`src/rtl/instruction_fetch.sv`:
```
`default_nettype none
// ============================================================================
// Module   : instruction_fetch
// Purpose  : Byte-serial instruction fetch unit. Reads one program-memory byte
//            per cycle, assembles 1-byte and 2-byte instructions and presents
//            them to decode through a valid/ready handshake. A branch redirect
//            flushes any partial or presented instruction and restarts fetch.
// Revision : 1.0  initial release
// ----------------------------------------------------------------------------
// Ports
//   clk             in   1  rising-edge clock
//   reset           in   1  asynchronous active-low reset
//   address_bus     out  8  program-memory byte address (the PC register)
//   data_bus        in   8  program-memory byte at address_bus, same cycle
//   instr_valid     out  1  instruction presented to decode
//   instr_ready     in   1  decode accepts the presented instruction
//   instr_op        out  8  first instruction byte
//   instr_imm       out  8  second byte of 2-byte instructions, else 0
//   instr_len       out  1  0 = 1-byte, 1 = 2-byte instruction
//   instr_pc        out  8  address of instr_op
//   redirect_valid  in   1  branch taken: flush and refetch
//   redirect_target in   8  new PC while redirect_valid is high
// ============================================================================
module instruction_fetch #(
    parameter logic [7:0] RESET_PC = 8'h00
) (
    input  logic       clk,
    input  logic       reset,
    output logic [7:0] address_bus,
    input  logic [7:0] data_bus,
    output logic       instr_valid,
    input  logic       instr_ready,
    output logic [7:0] instr_op,
    output logic [7:0] instr_imm,
    output logic       instr_len,
    output logic [7:0] instr_pc,
    input  logic       redirect_valid,
    input  logic [7:0] redirect_target
);

    typedef enum logic [0:0] {
        FETCH_OP  = 1'b0,
        FETCH_IMM = 1'b1
    } state_t;

    // Opcode classes that carry an immediate byte.
    function automatic logic is_two_byte(input logic [7:0] b);
        logic two;
        two = 1'b0;
        if (b[7:2] == 6'b100000) two = 1'b1;   // MOV_IMM
        if (b[7:2] == 6'b100011) two = 1'b1;   // CMP_IMM
        if (b[7:3] == 5'b10101)  two = 1'b1;   // BRA
        if (b[7:3] == 5'b10110)  two = 1'b1;   // BHI / BEQ
        return two;
    endfunction

    state_t     state_q,   state_d;
    logic [7:0] pc_q,      pc_d;
    logic       valid_q,   valid_d;
    logic [7:0] op_q,      op_d;
    logic [7:0] imm_q,     imm_d;
    logic       len_q,     len_d;
    logic [7:0] ipc_q,     ipc_d;
    logic [7:0] sav_op_q,  sav_op_d;
    logic [7:0] sav_pc_q,  sav_pc_d;

    logic       adv;
    logic       two_byte;
    logic [7:0] pc_inc;

    // The output slot may be overwritten when it is empty or being consumed.
    assign adv      = !valid_q || instr_ready;
    assign two_byte = is_two_byte(data_bus);
    // 8-bit add wraps naturally, including between op and imm bytes.
    assign pc_inc   = pc_q + 8'd1;

    always_comb begin
        state_d  = state_q;
        pc_d     = pc_q;
        valid_d  = valid_q;
        op_d     = op_q;
        imm_d    = imm_q;
        len_d    = len_q;
        ipc_d    = ipc_q;
        sav_op_d = sav_op_q;
        sav_pc_d = sav_pc_q;

        if (redirect_valid) begin
            // Redirect beats everything: the presented instruction is dropped
            // even if decode is accepting it, and any half-fetched op is lost.
            pc_d     = redirect_target;
            state_d  = FETCH_OP;
            valid_d  = 1'b0;
            sav_op_d = 8'h00;
            sav_pc_d = 8'h00;
        end else if (adv) begin
            case (state_q)
                FETCH_OP: begin
                    if (two_byte) begin
                        sav_op_d = data_bus;
                        sav_pc_d = pc_q;
                        pc_d     = pc_inc;
                        // adv implies the slot is empty or being consumed now,
                        // so nothing remains presented while the imm is read.
                        valid_d  = 1'b0;
                        state_d  = FETCH_IMM;
                    end else begin
                        op_d    = data_bus;
                        imm_d   = 8'h00;
                        len_d   = 1'b0;
                        ipc_d   = pc_q;
                        valid_d = 1'b1;
                        pc_d    = pc_inc;
                    end
                end
                FETCH_IMM: begin
                    op_d    = sav_op_q;
                    imm_d   = data_bus;
                    len_d   = 1'b1;
                    ipc_d   = sav_pc_q;
                    valid_d = 1'b1;
                    pc_d    = pc_inc;
                    state_d = FETCH_OP;
                end
                default: begin
                    state_d = FETCH_OP;
                end
            endcase
        end
    end

    always_ff @(posedge clk or negedge reset) begin
        if (!reset) begin
            state_q  <= FETCH_OP;
            pc_q     <= RESET_PC;
            valid_q  <= 1'b0;
            op_q     <= 8'h00;
            imm_q    <= 8'h00;
            len_q    <= 1'b0;
            ipc_q    <= 8'h00;
            sav_op_q <= 8'h00;
            sav_pc_q <= 8'h00;
        end else begin
            state_q  <= state_d;
            pc_q     <= pc_d;
            valid_q  <= valid_d;
            op_q     <= op_d;
            imm_q    <= imm_d;
            len_q    <= len_d;
            ipc_q    <= ipc_d;
            sav_op_q <= sav_op_d;
            sav_pc_q <= sav_pc_d;
        end
    end

    // All outputs come straight from registers; no input reaches them
    // combinationally.
    assign address_bus = pc_q;
    assign instr_valid = valid_q;
    assign instr_op    = op_q;
    assign instr_imm   = imm_q;
    assign instr_len   = len_q;
    assign instr_pc    = ipc_q;

endmodule
`default_nettype wire
```
`config.mk`:
```
export PLATFORM = sky130hd
export DESIGN_NAME = instruction_fetch
export DESIGN_NICKNAME = d
export VERILOG_FILES = /design/src/rtl/instruction_fetch.sv
export SDC_FILE = /design/constraint.sdc
export NUM_CORES = 1
export LEC_CHECK = 0
export ABC_AREA = 1
export BUFFER_PORTS_ARGS = -buffer_cell sky130_fd_sc_hd__buf_2
export CAP_MARGIN = 20
export CORE_ASPECT_RATIO = 0.6
export CORE_MARGIN = 10
export CORE_UTILIZATION = 50
export DETAILED_ROUTE_END_ITERATION = 8
export GPL_ROUTABILITY_DRIVEN = 0
export PLACE_DENSITY = 0.76
export SYNTH_ARGS = -nofsm -noshare
export SYNTH_HDL_FRONTEND = slang
export SYNTH_SLANG_ARGS = --single-unit
```
`constraint.sdc`:
```
create_clock -name clk -period 1.59 [get_ports clk]
set_input_delay 0.2385 -clock clk [delete_from_list [all_inputs] [get_ports clk]]
set_output_delay 0.2385 -clock clk [all_outputs]
set_load 0.1 [all_outputs]
```
==> flow_metrics.py <==
metrics = {
    "status": {
        "status": "completed",
    },
    "critical_path": {
        "cp_num_cells": 1,
        "crit_chain": "buf_2",
        "critPathCaptureType": "primary output",
        "slowest_delay_ns": 0.49,
        "crit_path_max_fanout": 8,
        "worstSetupEndpoint": "address_bus[6]",
        "path_delay_family": "flip-flops",
        "worstPathRequired_ns": 1.35,
        "r2r-end": "sav_pc_q[5]",
        "rrSetupSlack_ns": 0.15,
        "critical_path_buf_inv_count": 1,
        "cp_slowest_cell": "dfrtp_1",
        "reg2reg_depth": 8,
        "crit_path_start": "address_bus[6]",
        "reg2reg_from": "instr_valid",
        "cp-start-kind": "flop",
        "cp.arrival_ns": 1.28,
        "worstSetupPathType": "reg2out",
    },
    "yosys": {
        "synthAdderAreaFrac": 0.00537,
        "yosys.area.top_type": "dfrtp_1",
        "avgSynthCellArea_um2": 9.14,
        "synthCells": 255,
        "yosysMostFrequentCell": "nand2_1",
        "synth_top_family_by_area": "simple AND/OR/NAND/NOR gates",
        "synthTopCellsByCount": "nand2_1, dfrtp_1, o21ai_0, nand4_1, mux2i_1",
        "mappedNetlistArea_um2": 2330,
        "synth_cell_types": 26,
        "synth_xor_area_frac": 0.0150,
        "synth.area.mux_share": 0.0473,
        "synthFlopType": "dfrtp_1",
        "synth_compound_area_frac": 0.105,
        "yosysWarnings": 0,
        "syn_nets": 276,
        "netlist.area_leader.share": 0.548,
        "ys_top_cells_by_area": "dfrtp_1, nand2_1, o21ai_0, mux2i_1, nand4_1",
        "seq_area_frac_synth": 0.548,
        "ys_seq_elements": 51,
        "synth-simple-area-share": 0.227,
        "async_reset_ff_frac": 1.00,
        "synth_edf_count": 0,
    },
    "die": {
        "dieWidth_um": 108,
        "design.die.area_um2": 7880,
        "start_util": 0.513,
        "fp-row-count": 19,
        "boundaryPins": 54,
        "coreArea_um2": 4540,
        "die_h_um": 72.9,
    },
    "hold_path": {
        "min-delay-start": "redirect_target[7]",
        "min_path_type": "in2reg",
    },
    "route": {
        "vias_per_cell": 5.05,
        "num_vias": 1894,
        "drt_iter0_markers": 134,
        "drc": 0,
        "wl_per_cell_um": 14.7,
        "drt-total-wl_um": 5510,
        "first_pass_iters": 4,
        "antenna_left": 0,
    },
    "layout": {
        "drive_gt1_frac": 0.285,
        "diodes": 0,
        "fin_cells": 375,
        "stdcell_area_um2": 2800,
        "area_delta_synth_final_pct": 20.0,
        "nets": 333,
    },
    "placement": {
        "hpwlAfterDp_um": 4150,
        "numPortBuffers": 53,
        "placed_area_um2": 2700,
        "place_inst": 367,
    },
    "run": {
        "cap_violations": 0,
    },
    "sta": {
        "finalHoldViolCount": 0,
        "rsz0062_at_grt": "false",
        "setup_viol": 0,
        "fin_crit_ns": 1.52,
        "whs_ns": 0.143,
        "slew_violations": 0,
        "max_slew_margin": 0.668,
        "final.period_utilization": 0.957,
        "skew_ns": 0.00940,
        "tns_ns": 0,
        "worst_pin_slew_ns": 0.501,
        "max_freq_mhz": 657,
    },
    "global_routing": {
        "grt.total_usage": 0.143,
        "grt_max_degree": 36,
        "grt_pass1_wl_um": 9130,
        "grt_pass1_vias": 1791,
        "grt.overflow.total": 0,
        "antenna_found_initial": 0,
    },
    "clock_network": {
        "cts_tree": "done",
        "cts_htree_levels": 2,
        "cts_made_buffers": 5,
        "cts_sinks": 51,
        "clock_path_buffers": 2,
        "root_buffer": "clkbuf_8",
        "cts.clk_slew.worst_paths_ns": 0.09,
        "clock_latency_ns": 0.31,
    },
    "power": {
        "peakVddDrop_mv": 0.627,
        "leakagePower_nw": 1.41,
        "power_density_nw_per_um2": 1320,
        "p_total_mw": 3.68,
    },
}
[metrics by stage]
step                setup slack (ns)   util
floorplan                     -0.110      -
global placement               0.252  0.594
detailed placement             0.189  0.594
CTS                           0.0723  0.616
global route                  0.0196  0.616
finish                        0.0689  0.616
[how the worst min path moves through the flow]
| stage | slack (ns) | to | cells after the start |
|---|---|---|---|
| after floorplan | -0.06 | address_bus[0] | 0 |
| after global placement | 0.18 | instr_pc[2] | 1 |
| after detailed placement | 0.19 | instr_pc[2] | 1 |
| after CTS | 0.15 | address_bus[7] | 3 |
| after global routing | 0.16 | address_bus[7] | 3 |
| final | 0.14 | address_bus[7] | 3 |
[sequential cells by signal, indices dropped and copies added, names as in the netlist]
signal and cells:
instr_len 1, sav_pc_q 8, instr_pc 8, instr_imm 8, instr_valid 1, instr_op 8, sav_op_q 8, state_q 1
address_bus 8
[metal layers]
metal,vias up,GRT usage,wire length (µm)
li1,965,-,-
met1,867,0.209,2810
met2,57,0.194,2180
met3,5,0.0538,484
met4,0,0.0265,37
met5,-,0,0
[final cells by class]
cell class | instances | area, µm²
inverters | 12 | 45.0
multi-input cells | 179 | 931
fillers | 415 | 1740
well taps | 63 | 78.8
repair buffers | 63 | 368
clock buffers | 6 | 82.6
clock inverters | 1 | 5.00
flip-flops and latches | 51 | 1290
[layout by cell type (no fill, tap or decap)]
| cell | netlist | final |
|---|---|---|
| a21oi_1 | 3 | 3 |
| clkbuf_8 | 0 | 6 |
| nor2_1 | 7 | 7 |
| buf_2 | 8 | 53 |
| clkinv_2 | 0 | 1 |
| inv_2 | 6 | 6 |
| inv_1 | 6 | 6 |
| dlygate4sd3_1 | 0 | 1 |
| nand3_1 | 7 | 7 |
| a31oi_1 | 1 | 1 |
| nand2_1 | 81 | 81 |
| buf_12 | 0 | 2 |
| buf_4 | 3 | 7 |
| o211ai_1 | 1 | 1 |
| a22oi_1 | 3 | 3 |
| xor2_1 | 3 | 3 |
| nand2_2 | 2 | 2 |
| o21ai_4 | 1 | 1 |
| xnor2_1 | 1 | 1 |
| nor2_2 | 3 | 3 |
| ha_1 | 1 | 1 |
| dfrtp_1 | 51 | 45 |
| dfrtp_2 | 0 | 5 |
| mux2i_1 | 11 | 11 |
| a21boi_0 | 1 | 1 |
| dfrtp_4 | 0 | 1 |
| nand3b_1 | 2 | 2 |
| nand4_1 | 15 | 15 |
| nand2_4 | 2 | 2 |
| o21ai_0 | 34 | 34 |
[timing repair]
item | in CTS | in global routing
setup buffers | 0 | 0
endpoints found under the hold margin | 15 | 0
resized for setup | 0 | 0
hold buffers | 1 | 0
[cells by family after synthesis]
kind of cell    Yosys count
simple gates            119
xor+xnor                  4
fa+ha+maj                 1
mux                      11
compound gates           44
buf+inv                  25
flops                    51
[where the power goes]
part	internal, mW	switching (mW)
clock	0.342	0.412
sequential	1.43	0.108
combinational	0.229	1.16
Power figures use the tool's default switching activity.
